==> src/rtl/vmem_seq.sv <==
// rtl/vmem_seq.sv - vector memory sequencer: serialises five 32-bit lanes onto a
// single-word data-memory port for VLDR/VSTR.
module vmem_seq #(
  parameter int STRIDE = 4
) (
  input  logic        clk,
  input  logic        reset,
  input  logic        start,
  input  logic        is_load,
  input  logic [31:0] base_addr,
  input  logic [31:0] st_a,
  input  logic [31:0] st_b,
  input  logic [31:0] st_c,
  input  logic [31:0] st_d,
  input  logic [31:0] st_e,
  input  logic [31:0] mem_rdata,
  output logic [31:0] mem_addr,
  output logic        mem_we,
  output logic [31:0] mem_wdata,
  output logic [31:0] ld_a,
  output logic [31:0] ld_b,
  output logic [31:0] ld_c,
  output logic [31:0] ld_d,
  output logic [31:0] ld_e,
  output logic        busy,
  output logic        done,
  output logic        err
);

  typedef enum logic [1:0] {IDLE, XFER, DONE} state_t;

  state_t      state;
  logic [2:0]  idx;
  logic        load_q;
  logic [31:0] base_q;
  logic [31:0] st_q  [0:4];
  logic [31:0] stage [0:4];
  logic [31:0] lane_wdata;
  logic        xfer;

  assign xfer = (state == XFER);

  always_comb begin
    lane_wdata = '0;
    case (idx)
      3'd0:    lane_wdata = st_q[0];
      3'd1:    lane_wdata = st_q[1];
      3'd2:    lane_wdata = st_q[2];
      3'd3:    lane_wdata = st_q[3];
      3'd4:    lane_wdata = st_q[4];
      default: lane_wdata = '0;
    endcase
  end

  // Memory-side outputs decode straight from registers so an async reset clears them at once.
  assign mem_addr  = xfer ? (base_q + (32'(STRIDE) * {29'd0, idx})) : '0;
  assign mem_we    = xfer && !load_q;
  assign mem_wdata = (xfer && !load_q) ? lane_wdata : '0;

  always_ff @(posedge clk or posedge reset) begin
    if (reset) begin
      state  <= IDLE;
      idx    <= '0;
      load_q <= 1'b0;
      base_q <= '0;
      busy   <= 1'b0;
      done   <= 1'b0;
      err    <= 1'b0;
      ld_a   <= '0;
      ld_b   <= '0;
      ld_c   <= '0;
      ld_d   <= '0;
      ld_e   <= '0;
      for (int i = 0; i < 5; i++) begin
        st_q[i]  <= '0;
        stage[i] <= '0;
      end
    end else begin
      case (state)
        IDLE, DONE: begin
          done <= 1'b0;
          err  <= 1'b0;
          busy <= 1'b0;
          if (start) begin
            if (base_addr[1:0] == 2'b00) begin
              load_q  <= is_load;
              base_q  <= base_addr;
              st_q[0] <= st_a;
              st_q[1] <= st_b;
              st_q[2] <= st_c;
              st_q[3] <= st_d;
              st_q[4] <= st_e;
              idx     <= '0;
              busy    <= 1'b1;
              state   <= XFER;
            end else begin
              done  <= 1'b1;
              err   <= 1'b1;
              state <= DONE;
            end
          end else begin
            state <= IDLE;
          end
        end
        XFER: begin
          if (load_q) stage[idx] <= mem_rdata;
          if (idx == 3'd4) begin
            // Lane E bypasses staging so the whole vector lands in one edge.
            if (load_q) begin
              ld_a <= stage[0];
              ld_b <= stage[1];
              ld_c <= stage[2];
              ld_d <= stage[3];
              ld_e <= mem_rdata;
            end
            idx   <= '0;
            busy  <= 1'b0;
            done  <= 1'b1;
            state <= DONE;
          end else begin
            idx <= idx + 3'd1;
          end
        end
        default: begin
          busy  <= 1'b0;
          done  <= 1'b0;
          err   <= 1'b0;
          state <= IDLE;
        end
      endcase
    end
  end

endmodule

==> config.mk <==
export PLATFORM = sky130hd
export DESIGN_NAME = vmem_seq
export DESIGN_NICKNAME = d
export VERILOG_FILES = /design/src/rtl/vmem_seq.sv
export SDC_FILE = /design/constraint.sdc
export NUM_CORES = 1
export LEC_CHECK = 0
export CAP_MARGIN = 20
export CELL_PAD_IN_SITES_DETAIL_PLACEMENT = 0
export CELL_PAD_IN_SITES_GLOBAL_PLACEMENT = 2
export CORE_MARGIN = 2
export CORE_UTILIZATION = 35
export CTS_CLUSTER_DIAMETER = 80
export DETAILED_ROUTE_END_ITERATION = 12
export PLACE_DENSITY_LB_ADDON = 0.1
export SYNTH_ARGS = -nofsm -noshare
export SYNTH_HDL_FRONTEND = slang
export SYNTH_SLANG_ARGS = --single-unit
==> constraint.sdc <==
create_clock -name clk -period 37.6 [get_ports clk]
set_clock_uncertainty 0.05 [all_clocks]
set_input_delay 11.28 -clock clk [delete_from_list [all_inputs] [get_ports clk]]
set_output_delay 11.28 -clock clk [all_outputs]
set_load 0.03 [all_outputs]
Word level (Yosys, flattened, before mapping)
Index checks and enable logic that the tools add are counted.

cells by class
  add/sub/neg operators = 2
  bitwise gates (word level) = 1
  equal/unequal tests = 9
  multiplexer cells = 23
  $lt $le $gt $ge = 2
  reductions and logical operators = 12

operators with widths
  operator             number
  $bwmux 160           1
  $pmux 32 s5          1
  $demux 32 s3         1
  $mux 32              3
  $add 32x5->32        1
  $mux 3               3
  $reduce_and 3->1     3
  $eq 3x2->1 const B   2
  $mux 1               6
  $mux 2               3
  $pmux 1 s2           3
  $pmux 3 s2           1
  $ge 4x4->1 const B   1
  $logic_not 2->1      2
  $lt 4x1->1 const B   1
  $ne 2x2->1 const B   2
  $not 3->4            1
  $pmux 2 s2           1
  $add 3x1->3 const B  1
  $eq 3x1->1 const B   1
  $eq 3x3->1 const B   1
  $logic_not 3->1      1
  $eq 2x1->1 const B   1
  $eq 2x2->1 const B   1
  6 further kinds      7

word-level totals
  output and inout bits = 228
  logic and storage cells = 71
  bits in registers = 521

Longest topological paths before layout
Gate-level depths: netlist of run 1.

  depth in word-level cells = 6
  depth in mapped cells = 9
  depth with buffers taken out = 7

Least setup slack after synthesis of run 1
Ideal clock, no wire load.

  kind = reg-to-output
  start point = register idx[0]
  end point = output port mem_addr[26]
  path slack = 23.465 ns
  data required time = 26.270 ns
  arrival = 2.805 ns
  cell stages (with the launch flop) = 8
  cell sequence = dfrtp_1 > ha_1 > inv_1 > fa_1 > nand2b_1 > a211o_2 > clkbuf_1 > o41ai_1

on the way
  longest elaborated chain between the ends = 2

RTL lines
  what                    RTL line  text
  from (decl)             33        logic [2:0] idx;
  from (signal assigned)  121       idx <= idx + 3'd1;
  $add 32x5->32           56        assign mem_addr = xfer ? (base_q + (32'(STRIDE) * {29'd0, idx})) : '0;
  $mux 32                 56
  to (decl)               17        output logic [31:0] mem_addr,

No other way between the ends.

Worst setup path in the final report of run 1
  start point = register idx[2]
  end point = output port mem_wdata[29]

on the way
  longest elaborated chain between the ends = 3
  elaborated cells on any way between the ends = 7
  those cells by class = 4 x eq/ne; 2 x mux; 1 x reduce/logical

RTL lines
  what                                RTL line  text
  $eq 3x3->1 (tied with other cells)  45        case (idx)
  $pmux 32 s5 (*)                     45
  $mux 32 (*)                         58        assign mem_wdata = (xfer && !load_q) ? lane_wdata : '0;
  to (decl)                           19        output logic [31:0] mem_wdata,

Every way passes the cells marked *; elsewhere a longest branch is shown, timed or not.

==> results of run 1 <==
power by group:
| part | internal, mW | total (mW) | switching [mW] |
|---|---|---|---|
| Combinational | 0.320 | 0.708 | 0.388 |
| Clock | 0.304 | 0.519 | 0.214 |
| Sequential | 0.736 | 0.861 | 0.125 |
| Total | 1.36 | 2.09 | 0.727 |
logic make-up after synthesis:
kind of cell             Yosys count  synth area share [%]
AO/OA/AOI/OAI                    146                  5.23
XOR/XNOR                          10                 0.436
multiplexers                     290                  16.2
AND/OR/NAND/NOR                  702                  14.3
buffers and inverters            116                  2.44
adder cells (fa/ha/maj)            9                 0.598
flip-flops                       488                  60.8
routing by layer:
metal / vias up / wire [microns] / track usage (%) / part of all wire [%]
met1: 7299 / 26000 / 26.5 / 44
li1: 6812 / - / - / -
met5: - / 213 / 0 / 0.36
met2: 372 / 27700 / 31.3 / 47
met4: 30 / 1380 / 5.94 / 2.3
met3: 104 / 3860 / 5.45 / 6.5
metrics by stage:
stage / util (%) / cell area [sq um] / cells / power [mW]
2_1_floorplan: - / 20100 / 1761 / 1.28
3_5_place_dp: 44.8 / 25400 / 2884 / 1.59
5_1_grt: 48.1 / 27200 / 2989 / 2.21
4_1_cts: 48.0 / 27100 / 2982 / 2.12
6_report: 48.1 / 27200 / 2989 / 2.09
3_3_place_gp: 44.8 / 25400 / 2883 / 1.57
sequential cells by signal, indices dropped and copies added, names as in the netlist:
signal	flops
idx	3
ld_c	32
ld_b	32
state	1
ld_e	32
done	1
ld_d	32
err	1
load_q	1
base_q	32
busy	1
st_q	160
ld_a	32
stage	128
synthesized netlist by cell type, types with 2 or more instances:
cell type,number
nand2_1,618
dfrtp_1,488
mux2_2,288
clkbuf_1,77
a22oi_1,38
a21oi_1,27
a31oi_1,19
buf_2,15
a222oi_1,13
a22o_1,13
nand3_1,13
nor2_1,13
buf_1,11
and2_1,9
o21ai_0,9
ha_1,8
inv_1,8
o31ai_1,8
nand2b_1,7
or4_1,7
nand4_1,6
nor2b_1,6
xnor2_1,6
o41ai_1,5
and4_1,4
buf_6,4
xor2_1,4
a211oi_1,3
and3_1,3
o311ai_0,3
or3_1,3
mux2i_1,2
nor4_2,2
o2111ai_1,2
cell type report:
class	count	share of cell area (%)
Antenna cell	5	0.0460
Clock buffer	88	6.02
Clock inverter	10	0.487
Inverter	8	0.138
Multi-Input combinational cell	1157	27.4
Sequential cell	488	44.9
Tap cell	756	3.48
Timing Repair Buffer	477	17.6
worst paths after layout:
check / startpoint / to / cells after the start
worst max register to register: idx[1] / ld_a[31] / 6
worst min register to register: st_q[140] / st_q[140] / 2
min in group asynchronous: reset / ld_d[8] / 2
worst max-delay path: idx[2] / mem_wdata[29] / 7
max in group asynchronous: reset / st_q[52] / 4
worst min-delay path: st_q[140] / st_q[140] / 2
tightest hold or removal path: cells and delay by family (launching register included):
family	cells	cell delay, ps
flip-flops	1	340
AND/OR/NAND/NOR	2	100
==> qor.csv, run 1 <==
metric;value;unit
NumNets Final;2422;
Critical Path Sink Type;primary output;
worst hold margin;425;ps
largest area contributor in the netlist;dfrtp_1;
ys async rst share;100;%
first-pass GRT wire length;90900;microns
Die Area;59300;sq um
Reg2Reg Setup Slack;33360;ps
# IOs;456;
#FFs+latches synth;488;
post-synth top area share;60.8;%
first drt pass iteration count;5;
Pleak;12.4;nW
worst vdd ir;38.7;uV
hold buffer count at cts;0;
drt wl/cell;19.8;microns
fillers;5279;
Clk Latency, worst-skew pair;610;ps
GP Congestion;0.799;
initial antenna violation count;21;
post-synth cell types;53;
largest net degree at the start of global routing;195;
Required @ worst endpoint;26270;ps
crit-path max cell delay;930;ps
Post-synth top flop;dfrtp_1;
Setup-failing EPs final;0;
post-route ant nets;0;
initial core utilization;35.5;%
iteration-0 DRC count of the detailed router;771;
commonest non-fill, non-tap cells in the layout;nand2_1 (618), dfrtp_1 (488), clkdlybuf4s50_1 (455), mux2_2 (288), clkbuf_16 (53);
area taken by multi-input logic gates;7450;sq um
min-delay worst type;flip-flop to flip-flop;
DRC;0;
Net Count, Synth;1998;
crit path buf inv count;4;
Post-synth EDFFs;0;
Worst Path Arrival;4250;ps
dpl hpwl;40100;microns
CTS tree;done;
Core Rows;87;
worst slew pin tran;1060;ps
cell family with most CP delay;buffers and inverters;
critical path startpoint category;flip-flop;
sequential cell area;12200;sq um
CTS clk-pin slew, worst paths;60;ps
DIE WIDTH;244;microns
total CTS buffers;53;
Final Hold Fails;0;
Setup Crit Path Kind;flip-flop to primary output;
Synth Instances;1761;
Yosys Warn Count;0;
total setup buffers inserted after CTS;0;
Area Overhead vs Synth;35.4;%
Resize count post-CTS;0;
IO buf count;455;
largest fanout on the critical path;33;
period utilization;41.4;%
Core Box Area;56600;sq um
clk sinks;488;
vias in the first global route;14900;
commonest non-fill, non-tap cell in the layout;nand2_1;
Post-Syn Area;20100;sq um
Rel. slew slack;29.1;%
Syn Area/Cell;11.4;sq um
CTS Root Cell;clkbuf_16;
total congestion overflow;0;
routed vias/inst;4.89;
min setup slack post-route;22020;ps
Max clock buf depth;3;
Slew Limit Fails;0;
via count;14600;
crit path time final;15580;ps
H-tree levels;2;
top cells by area, synth;dfrtp_1 (61%), mux2_2 (16%), nand2_1 (12%), clkbuf_1 (1.4%), a22oi_1 (1.4%);
outcome;complete, no violations;
cell repeated most along the worst path;buf_4;
post-synthesis sequential area ratio;60.8;%
fmax;64.2;MHz
Total Routing Usage GR;19.8;%
post-place setup slack;22630;ps
Critical Path, Cell by Cell;inv_1, ha_1, buf_4, o41ai_2, buf_4, a31oi_1, clkdlybuf4s50_1;
RSZ-0062 raised after global routing;false;
Die Y;244;microns
final WL;59200;microns
Setup TNS;0;ps
Max stage delay cell, worst path;o41ai_2;
power density over the cells;76.7;nW/um^2
share of layout cells above drive strength 1;18.5;%
max_cap viols;0;
Power figures use the tool's default switching activity.
==> run 2: changes to the inputs <==
--- a/config.mk
+++ b/config.mk
@@ -9,7 +9,7 @@
 export CELL_PAD_IN_SITES_DETAIL_PLACEMENT = 0
 export CELL_PAD_IN_SITES_GLOBAL_PLACEMENT = 2
 export CORE_MARGIN = 2
-export CORE_UTILIZATION = 35
+export CORE_UTILIZATION = 29
 export CTS_CLUSTER_DIAMETER = 80
 export DETAILED_ROUTE_END_ITERATION = 12
 export PLACE_DENSITY_LB_ADDON = 0.1
==> constraint.sdc (replaced) <==
create_clock -name clk -period 14.2 [get_ports clk]
set_clock_uncertainty 0.05 [all_clocks]
set_input_delay 4.26 -clock clk [delete_from_list [all_inputs] [get_ports clk]]
set_output_delay 4.26 -clock clk [all_outputs]
set_load 0.03 [all_outputs]
==> run 2 against run 1 <==
Against the previous run: non-clock buffer count decreased by 3; global-route usage decreased by 2.6 points; worst hold slack about the same.
==> qor.csv, run 2 (synthesized netlist as in run 1, its figures left out) <==
metric;value;unit;change
crit path time final;8520;ps;
clock share of power;27.5;%;was 24.8%
Setup-failing EPs final;0;;unchanged
Die Y;267;microns;was 244 microns
Setup TNS;0;ps;unchanged
Reg power frac;39.7;%;was 41.2%
Die Area;71400;sq um;was 59300 sq um
Resize count post-CTS;0;;unchanged
commonest non-fill, non-tap cell in the layout;nand2_1;;unchanged
share of layout cells above drive strength 1;19.1;%;was 18.5%
period utilization;60.0;%;
CTS Root Cell;clkbuf_16;;unchanged
Int Power;3.77;mW;was 1.36 mW
critical path startpoint category;flip-flop;;unchanged
total setup buffers inserted after CTS;0;;unchanged
Reg with most FFs;st_q;;unchanged
final WL;62400;microns;was 59200 microns
drt wl/cell;19.7;microns;was 19.8 microns
total congestion overflow;0;;unchanged
dpl hpwl;41300;microns;was 40100 microns
Area Overhead vs Synth;38.1;%;was 35.4%
final cell utilization of the core;40.5;%;was 48.1%
Core Box Area;68600;sq um;was 56600 sq um
Comb power frac;32.8;%;was 33.9%
Clk Latency, worst-skew pair;620;ps;was 610 ps
worst slew pin tran;1090;ps;was 1060 ps
worst hold margin;425;ps;about the same
first drt pass iteration count;7;;was 5
routed vias/inst;4.62;;was 4.89
IO buf count;455;;unchanged
Setup Crit Path Kind;flip-flop to primary output;;unchanged
# IOs;456;;unchanged
Required @ worst endpoint;9890;ps;was 26270 ps
largest net degree at the start of global routing;192;;was 195
Sw Pwr;1.97;mW;was 727 uW
outcome;complete, no violations;;unchanged
Final Hold Fails;0;;unchanged
largest fanout on the critical path;34;;was 33
post-route ant nets;0;;unchanged
Critical Path Sink Type;primary output;;unchanged
RSZ-0062 raised after global routing;false;;unchanged
first-pass GRT wire length;94000;microns;was 90900 microns
vias in the first global route;15100;;was 14900
DIE WIDTH;267;microns;was 244 microns
switching share of power;34.3;%;was 34.8%
Top Registers;st_q: 160 flops, stage: 128 flops;;unchanged
CTS clk-pin slew, worst paths;60;ps;about the same
initial core utilization;29.3;%;was 35.5%
Rel. slew slack;27.3;%;was 29.1%
commonest non-fill, non-tap cells in the layout;nand2_1 (618), dfrtp_1 (488), clkdlybuf4s50_1 (455), mux2_2 (288), clkbuf_16 (57);;was nand2_1 (618), dfrtp_1 (488), clkdlybuf4s50_1 (455), mux2_2 (288), clkbuf_16 (53)
fmax;117;MHz;
Slew Limit Fails;0;;unchanged
Final Cell Area;27700;sq um;was 27200 sq um
power density over the cells;207;nW/um^2;was 76.7 nW/um^2
H-tree levels;2;;unchanged
initial antenna violation count;20;;was 21
worst vdd ir;92.0;uV;was 38.7 uV
Placed Instance Area;25600;sq um;was 25400 sq um
clk sinks;488;;unchanged
iteration-0 DRC count of the detailed router;725;;was 771
hold buffer count at cts;0;;unchanged
NumNets Final;2423;;was 2422
max_cap viols;0;;unchanged
min-delay worst type;flip-flop to flip-flop;;unchanged
GP Congestion;0.776;;was 0.799
Total Routing Usage GR;17.2;%;was 19.8%
CTS tree;done;;unchanged
total CTS buffers;57;;was 53
Max clock buf depth;3;;unchanged
max reg flops;160;;unchanged
Pleak;12.5;nW;was 12.4 nW
via count;14700;;was 14600
DRC;0;;unchanged
Worst Path Arrival;4210;ps;was 4250 ps
min setup slack post-route;5680;ps;was 22020 ps
post-place setup slack;6170;ps;was 22630 ps
Core Rows;96;;was 87
-- run 2: changes by cell type in the layout (fill, tap and decap cells not counted), moves of 2 or more --
cell        previous run  this run
clkbuf_1              17         9
bufinv_16              1         7
buf_4                 18        13
clkbuf_16             53        57
clkinv_2               5         9
clkinvlp_4             0         3
diode_2                5         8
buf_12                 1         3
-- run 2: worst paths after layout --
| check | cells after the start | endpoint | slack (ps) | start |
|---|---|---|---|---|
| setup / recovery | 6 | mem_wdata[3] | 5680 | idx[1] |
| hold / removal | 2 | st_q[125] | 420 | st_q[125] |
| setup reg to reg | 6 | ld_c[23] | 10020 | idx[1] |
| hold reg to reg | 2 | st_q[125] | 420 | st_q[125] |
| max in group asynchronous | 4 | ld_e[23] | 8210 | reset |
| min in group asynchronous | 3 | ld_e[3] | 4140 | reset |
-- run 2: worst max-delay path, cell delays in order (launching register included) --
cell	delay, ps
dfrtp_1	470
inv_1	220
ha_1	690
and2_2	900
a222oi_1	210
a21oi_1	350
clkdlybuf4s50_1	740
-- run 2: layer usage --
metal | up-vias | wire, microns | track usage, %
met4 | 22 | 1330 | 4.74
met3 | 101 | 4100 | 5.04
met1 | 7374 | 27400 | 22.4
met2 | 338 | 29500 | 27.8
met5 | - | 153 | 0
li1 | 6819 | - | -
-- run 2: power groups by stage --
stage / registers (mW) / clock network (mW) / logic (mW)
after detailed placement: 2.30 / 0 / 1.90
after CTS: 2.28 / 1.63 / 1.91
final: 2.28 / 1.58 / 1.88
after global routing: 2.35 / 1.69 / 2.04
after floorplan: 2.56 / 0 / 0.821
after global placement: 2.29 / 0 / 1.88
-- run 2: through the flow --
stage                     std cells  total power, mW
after floorplan                1761             3.38
after detailed placement       3055             4.20
final                          3172             5.74
after global routing           3170             6.08
after global placement         3055             4.17
after CTS                      3161             5.82
-- run 2: layout make-up --
cell class	instances	area, sq um
multi-input combinational	1157	7450
fill	6682	40800
tap	931	1160
antenna	8	20.0
sequential	488	12200
timing repair buffer	474	4780
clock buffer	85	1720
inverter	8	33.8
clock inverter	21	360
